## config.mk

```make
export PLATFORM = sky130hd
export DESIGN_NAME = axil_periph_bridge
export DESIGN_NICKNAME = d
export VERILOG_FILES = /design/src/rtl/axil_periph_bridge.sv
export SDC_FILE = /design/constraint.sdc
export NUM_CORES = 1
export LEC_CHECK = 0
export CAP_MARGIN = 20
export CELL_PAD_IN_SITES_DETAIL_PLACEMENT = 1
export CELL_PAD_IN_SITES_GLOBAL_PLACEMENT = 1
export CORE_ASPECT_RATIO = 1.4
export CORE_UTILIZATION = 35
export CTS_CLUSTER_DIAMETER = 30
export DETAILED_ROUTE_END_ITERATION = 10
export GPL_ROUTABILITY_DRIVEN = 0
export HOLD_SLACK_MARGIN = 0.06
export PLACE_DENSITY_LB_ADDON = 0.3
export SYNTH_ARGS = -nofsm -noshare
export SYNTH_HDL_FRONTEND = slang
export SYNTH_SLANG_ARGS = --single-unit
```

## constraint.sdc

```tcl
create_clock -name clk -period 16.3 [get_ports clk]
set_input_delay 3.26 -clock clk [delete_from_list [all_inputs] [get_ports clk]]
set_output_delay 3.26 -clock clk [all_outputs]
set_load 0.02 [all_outputs]
```

## src/rtl/axil_periph_bridge.sv

```systemverilog
// AXI4-Lite slave to single-outstanding valid/ready peripheral bridge.
// AW, W and AR are each buffered in a one-deep holding register; reads and
// writes are arbitrated round-robin and each access may end in SLVERR from
// the peripheral error flag or from the access timeout.
module axil_periph_bridge #(
   parameter int unsigned ADDR_W  = 32,
   parameter int unsigned DATA_W  = 32,
   parameter int unsigned TIMEOUT = 255
) (
   input  logic                  clk,
   input  logic                  reset,
   input  logic                  s_axi_awvalid,
   output logic                  s_axi_awready,
   input  logic [ADDR_W-1:0]     s_axi_awaddr,
   input  logic                  s_axi_wvalid,
   output logic                  s_axi_wready,
   input  logic [DATA_W-1:0]     s_axi_wdata,
   input  logic [DATA_W/8-1:0]   s_axi_wstrb,
   output logic                  s_axi_bvalid,
   input  logic                  s_axi_bready,
   output logic [1:0]            s_axi_bresp,
   input  logic                  s_axi_arvalid,
   output logic                  s_axi_arready,
   input  logic [ADDR_W-1:0]     s_axi_araddr,
   output logic                  s_axi_rvalid,
   input  logic                  s_axi_rready,
   output logic [DATA_W-1:0]     s_axi_rdata,
   output logic [1:0]            s_axi_rresp,
   output logic                  periph_valid,
   input  logic                  periph_ready,
   output logic [ADDR_W-1:0]     periph_addr,
   output logic [DATA_W-1:0]     periph_wdata,
   output logic [DATA_W/8-1:0]   periph_wstrb,
   input  logic [DATA_W-1:0]     periph_rdata,
   input  logic                  periph_err
);

   localparam int unsigned STRB_W = DATA_W / 8;
   localparam int unsigned CNT_W  = (TIMEOUT < 2) ? 1 : $clog2(TIMEOUT + 1);
   localparam bit          TMO_EN = (TIMEOUT != 0);

   localparam logic [1:0] RESP_OKAY   = 2'b00;
   localparam logic [1:0] RESP_SLVERR = 2'b10;

   localparam logic [2:0] S_IDLE    = 3'd0;
   localparam logic [2:0] S_WR_ACC  = 3'd1;
   localparam logic [2:0] S_RD_ACC  = 3'd2;
   localparam logic [2:0] S_WR_RESP = 3'd3;
   localparam logic [2:0] S_RD_RESP = 3'd4;

   logic [2:0]        state_q, state_d;
   logic              prio_wr_q, prio_wr_d;
   logic [CNT_W-1:0]  cnt_q, cnt_d;

   logic              aw_h_q, aw_h_d;
   logic [ADDR_W-1:0] aw_addr_q, aw_addr_d;
   logic              w_h_q, w_h_d;
   logic [DATA_W-1:0] w_data_q, w_data_d;
   logic [STRB_W-1:0] w_strb_q, w_strb_d;
   logic              ar_h_q, ar_h_d;
   logic [ADDR_W-1:0] ar_addr_q, ar_addr_d;

   logic              aw_ready_q, aw_ready_d;
   logic              w_ready_q, w_ready_d;
   logic              ar_ready_q, ar_ready_d;

   logic              pvalid_q, pvalid_d;
   logic [ADDR_W-1:0] paddr_q, paddr_d;
   logic [DATA_W-1:0] pwdata_q, pwdata_d;
   logic [STRB_W-1:0] pwstrb_q, pwstrb_d;

   logic              bvalid_q, bvalid_d;
   logic [1:0]        bresp_q, bresp_d;
   logic              rvalid_q, rvalid_d;
   logic [1:0]        rresp_q, rresp_d;
   logic [DATA_W-1:0] rdata_q, rdata_d;

   logic              wr_elig;
   logic              rd_elig;
   logic              tmo_hit;
   logic [1:0]        acc_resp;

   // Next-state logic: holding-register capture, arbitration, access and response phases
   always_comb begin
      state_d    = state_q;
      prio_wr_d  = prio_wr_q;
      cnt_d      = cnt_q;
      aw_h_d     = aw_h_q;
      aw_addr_d  = aw_addr_q;
      w_h_d      = w_h_q;
      w_data_d   = w_data_q;
      w_strb_d   = w_strb_q;
      ar_h_d     = ar_h_q;
      ar_addr_d  = ar_addr_q;
      pvalid_d   = pvalid_q;
      paddr_d    = paddr_q;
      pwdata_d   = pwdata_q;
      pwstrb_d   = pwstrb_q;
      bvalid_d   = bvalid_q;
      bresp_d    = bresp_q;
      rvalid_d   = rvalid_q;
      rresp_d    = rresp_q;
      rdata_d    = rdata_q;
      wr_elig    = aw_h_q && w_h_q;
      rd_elig    = ar_h_q;
      tmo_hit    = TMO_EN && ((cnt_q + CNT_W'(1)) == CNT_W'(TIMEOUT));
      acc_resp   = RESP_OKAY;

      // A channel is only accepted into an empty holding register
      if (s_axi_awvalid && !aw_h_q) begin
         aw_h_d    = 1'b1;
         aw_addr_d = s_axi_awaddr;
      end
      if (s_axi_wvalid && !w_h_q) begin
         w_h_d    = 1'b1;
         w_data_d = s_axi_wdata;
         w_strb_d = s_axi_wstrb;
      end
      if (s_axi_arvalid && !ar_h_q) begin
         ar_h_d    = 1'b1;
         ar_addr_d = s_axi_araddr;
      end

      case (state_q)
         S_IDLE: begin
            if (wr_elig && (!rd_elig || prio_wr_q)) begin
               aw_h_d   = 1'b0;
               w_h_d    = 1'b0;
               pvalid_d = 1'b1;
               paddr_d  = aw_addr_q;
               pwdata_d = w_data_q;
               pwstrb_d = w_strb_q;
               cnt_d    = '0;
               state_d  = S_WR_ACC;
               // Priority only moves when the other side was also waiting
               if (rd_elig) prio_wr_d = 1'b0;
            end else if (rd_elig) begin
               ar_h_d   = 1'b0;
               pvalid_d = 1'b1;
               paddr_d  = ar_addr_q;
               pwdata_d = w_data_q;
               pwstrb_d = '0;
               cnt_d    = '0;
               state_d  = S_RD_ACC;
               if (wr_elig) prio_wr_d = 1'b1;
            end
         end
         S_WR_ACC, S_RD_ACC: begin
            // periph_ready has precedence over a timeout in the same cycle
            if (periph_ready || tmo_hit) begin
               acc_resp = (periph_ready && !periph_err) ? RESP_OKAY : RESP_SLVERR;
               pvalid_d = 1'b0;
               if (state_q == S_WR_ACC) begin
                  bvalid_d = 1'b1;
                  bresp_d  = acc_resp;
                  state_d  = S_WR_RESP;
               end else begin
                  rvalid_d = 1'b1;
                  rresp_d  = acc_resp;
                  rdata_d  = periph_ready ? periph_rdata : '0;
                  state_d  = S_RD_RESP;
               end
            end else begin
               cnt_d = cnt_q + CNT_W'(1);
            end
         end
         S_WR_RESP: begin
            if (s_axi_bready) begin
               bvalid_d = 1'b0;
               state_d  = S_IDLE;
            end
         end
         S_RD_RESP: begin
            if (s_axi_rready) begin
               rvalid_d = 1'b0;
               state_d  = S_IDLE;
            end
         end
         default: state_d = S_IDLE;
      endcase

      aw_ready_d = !aw_h_d;
      w_ready_d  = !w_h_d;
      ar_ready_d = !ar_h_d;
   end

   // State and output registers
   always_ff @(posedge clk or posedge reset) begin
      if (reset) begin
         state_q    <= S_IDLE;
         prio_wr_q  <= 1'b1;
         cnt_q      <= '0;
         aw_h_q     <= 1'b0;
         aw_addr_q  <= '0;
         w_h_q      <= 1'b0;
         w_data_q   <= '0;
         w_strb_q   <= '0;
         ar_h_q     <= 1'b0;
         ar_addr_q  <= '0;
         aw_ready_q <= 1'b1;
         w_ready_q  <= 1'b1;
         ar_ready_q <= 1'b1;
         pvalid_q   <= 1'b0;
         paddr_q    <= '0;
         pwdata_q   <= '0;
         pwstrb_q   <= '0;
         bvalid_q   <= 1'b0;
         bresp_q    <= RESP_OKAY;
         rvalid_q   <= 1'b0;
         rresp_q    <= RESP_OKAY;
         rdata_q    <= '0;
      end else begin
         state_q    <= state_d;
         prio_wr_q  <= prio_wr_d;
         cnt_q      <= cnt_d;
         aw_h_q     <= aw_h_d;
         aw_addr_q  <= aw_addr_d;
         w_h_q      <= w_h_d;
         w_data_q   <= w_data_d;
         w_strb_q   <= w_strb_d;
         ar_h_q     <= ar_h_d;
         ar_addr_q  <= ar_addr_d;
         aw_ready_q <= aw_ready_d;
         w_ready_q  <= w_ready_d;
         ar_ready_q <= ar_ready_d;
         pvalid_q   <= pvalid_d;
         paddr_q    <= paddr_d;
         pwdata_q   <= pwdata_d;
         pwstrb_q   <= pwstrb_d;
         bvalid_q   <= bvalid_d;
         bresp_q    <= bresp_d;
         rvalid_q   <= rvalid_d;
         rresp_q    <= rresp_d;
         rdata_q    <= rdata_d;
      end
   end

   assign s_axi_awready = aw_ready_q;
   assign s_axi_wready  = w_ready_q;
   assign s_axi_arready = ar_ready_q;
   assign s_axi_bvalid  = bvalid_q;
   assign s_axi_bresp   = bresp_q;
   assign s_axi_rvalid  = rvalid_q;
   assign s_axi_rresp   = rresp_q;
   assign s_axi_rdata   = rdata_q;
   assign periph_valid  = pvalid_q;
   assign periph_addr   = paddr_q;
   assign periph_wdata  = pwdata_q;
   assign periph_wstrb  = pwstrb_q;

endmodule

```

==> flow_summary.ini <==
[flow_run]
max_cap_viol_count = 0

[global_routing]
grt_max_degree = 87
grt_use_total = 0.183
overflow = 0
grt_pass1_vias = 6739
grt_pass1_wl_mm = 36.6
antenna_found_initial = 1

[pwr]
vdd_drop_max_mv = 0.109
p_total_mw = 3.00
leakagePower_nw = 5.62
power_density_mw_per_mm2 = 228

[clocking]
cts_hold_buf = 0
clkSlewWorstSetupHoldPaths_ps = 50
cts_tree = yes
numClockSinks = 223
cts_resized = 0
post_cts_buffers = 0
clk_latency_ps = 520
cts_root_buf = clkbuf_16
cts_buffer_depth = 3
htree_levels = 2
cts_buffers = 43

[setup_path]
cp.required_ps = 13040
critPathMaxStageDelay_ps = 650
r2r_slack_ps = 13700
cp-start-kind = register
cp_slowest_cell = clkdlybuf4s50_1
r2r_cells = 4
worstReg2RegStart = ar_h_q
cp_max_fo = 1
cp.arrival_ps = 1670
cp-end-kind = primary output
cp_top_family = buffers and inverters
critPathBufInv = 1
path_class = register to primary output
worstReg2RegEnd = periph_wdata[29]
crit_chain = clkdlybuf4s50_1

[sta]
timing.fmax_mhz = 203
rsz0062_at_grt = no
final.min_clock_period_ps = 4930
holdWs_ps = 479
clock_skew_ps = 19.9
setup_viol = 0
min_period_over_period = 0.303
worst_pin_slew_ps = 1060
fin_ws_ps = 11370
hold_viol_final = 0
tns_ps = 0
slew_viol_final = 0
max_slew_margin = 0.290

[floorplan]
core_area_mm2 = 0.0247
boundaryPins = 251
dieArea_mm2 = 0.0258
fp-row-count = 68
chipHeight_um = 190
die_w_um = 136
initial_utilization = 0.356

[logic_synthesis]
netlist.area_leader.share = 0.623
avgSynthCellArea_um2 = 14.2
yosysUniqueCellTypes = 46
synth.area.top_cells = dfrtp_1 (62%), mux2_2 (17%), mux2i_1 (4.3%), a22o_1 (3.1%), o21ai_0 (2.1%)
yosys.area.top_type = dfrtp_1
synth_cells = 621
synth-xor-area-share = 0.00498
synth_seq_cells = 223
synth_ff_type = dfrtp_1
synth_commonest_cells = dfrtp_1 (219), mux2_2 (132), nand2_1 (45), mux2i_1 (38), o21ai_0 (37)
synth_top_family_by_area = multiplexers
synth_edf_count = 0
yosysMostFrequentCell = dfrtp_1
yosysWarnings = 0
synth_fa_ha_area_frac = 0.00285
async_reset_ff_frac = 1.00
ys_seq_area_frac = 0.635
synthSimpleGateAreaFrac = 0.0410
syn_area_mm2 = 0.00879
synth_compound_area_frac = 0.0754
synth.area.mux_share = 0.214

[routing]
detail_route.wl_per_cell_um = 18.7
drcViolationCount = 0
wirelength_mm = 22.9
drt_iter0_markers = 174
num_vias = 6012
drt_first_pass_iters = 6
via_per_inst = 4.89
drt.antenna.violating_nets = 0

[hold_path]
holdPathEnd = periph_addr[21]
hold_start = periph_addr[21]
worstHoldPathType = register to register
hold_depth = 2

[final_layout]
fillers = 2395
antennaDiodeCount = 0
multi_input_comb_area_mm2 = 0.00302
seqCellArea_mm2 = 0.00559
syn_to_final_growth_pct = 49.7
drive_above_1_share = 0.252
nNetsFinal = 1025

[place]
dpl_worst_slack_ps = 11020
portBuffers = 248
hpwl_mm = 14.8

[run_status]
status = complete, no violations
routing by layer:
layer  track usage  part of all wire  vias to the layer above
met2         0.313              0.50                      214
met5             0           0.00052                        -
met3        0.0552             0.077                       48
met4        0.0577             0.024                        2
met1         0.218              0.40                     3011
li1              -                 -                     2737
where the power goes:
part | switching [mW] | internal [mW] | total, mW
Sequential | 0.156 | 0.832 | 0.988
Clock | 0.284 | 0.631 | 0.915
Combinational | 0.525 | 0.572 | 1.10
Total | 0.966 | 2.03 | 3.00
logic make-up (layout without fill, tap and decap cells):
| family | Yosys count | count (layout) |
|---|---|---|
| buffers and inverters | 52 | 344 |
| adder cells (fa/ha/maj) | 2 | 2 |
| flip-flops | 223 | 223 |
| AND/OR/NAND/NOR | 76 | 76 |
| multiplexers | 171 | 171 |
| other | 1 | 2 |
| XOR/XNOR | 5 | 5 |
| AO/OA/AOI/OAI | 91 | 91 |
sequential cells by signal, summed over array words and instances, names as in the netlist:
signal,cells
s_axi_rdata,32
s_axi_awready,1
s_axi_bvalid,1
periph_wdata,32
aw_h_q,1
w_h_q,1
w_strb_q,4
periph_wstrb,4
periph_addr,32
w_data_q,32
s_axi_rresp,1
s_axi_wready,1
s_axi_bresp,1
s_axi_arready,1
ar_h_q,1
s_axi_rvalid,1
prio_wr_q,1
ar_addr_q,32
state_q,3
aw_addr_q,32
periph_valid,1
cnt_q,8
final cells by class:
| type | instances | share of cell area |
|---|---|---|
| Multi-Input combinational cell | 347 | 0.229 |
| Sequential cell | 223 | 0.425 |
| Tap cell | 315 | 0.0300 |
| Clock buffer | 58 | 0.0923 |
| Timing Repair Buffer | 255 | 0.197 |
| Inverter | 12 | 0.00399 |
| Clock inverter | 19 | 0.0232 |
metrics by stage:
step	util	instance area, µm²	cells
after detailed placement	0.470	11600	1150
after floorplan	-	8790	622
after global placement	0.469	11600	1149
after CTS	0.531	13100	1227
after global routing	0.533	13200	1229
final	0.533	13200	1229
how the worst max path moves through the flow:
stage | slack (ps) | start | end | depth (start not counted)
global placement | 11020 | reset | w_data_q[15] | 3
floorplan | 6940 | reset | ar_addr_q[0] | 1
finish | 11370 | s_axi_awready | s_axi_awready | 1
CTS | 11350 | s_axi_arready | s_axi_arready | 1
detailed placement | 11020 | reset | periph_wdata[4] | 3
global route | 11340 | s_axi_awready | s_axi_awready | 1
placed cells by master, fill, tap and decap left out, types with 2 or more instances in the layout:
master             n
clkdlybuf4s50_1  248
dfrtp_1          219
mux2_2           132
nand2_1           45
clkbuf_16         44
mux2i_1           38
o21ai_0           37
a22o_1            31
inv_1             11
clkbuf_1           8
bufinv_16          7
clkbuf_8           6
a22o_2             5
clkinvlp_4         5
nand3_1            4
a21oi_1            4
nor2_1             4
nand2b_1           4
buf_4              4
dfstp_2            4
xnor2_1            3
nor2b_4            3
clkinv_2           3
and2_1             2
or3_4              2
xor2_1             2
nand4_1            2
or3_1              2
nor3b_1            2
o31ai_1            2
a32oi_1            2
ha_1               2
conb_1             2
clkinv_4           2
buf_16             2
(Power assumes the default switching activity.)
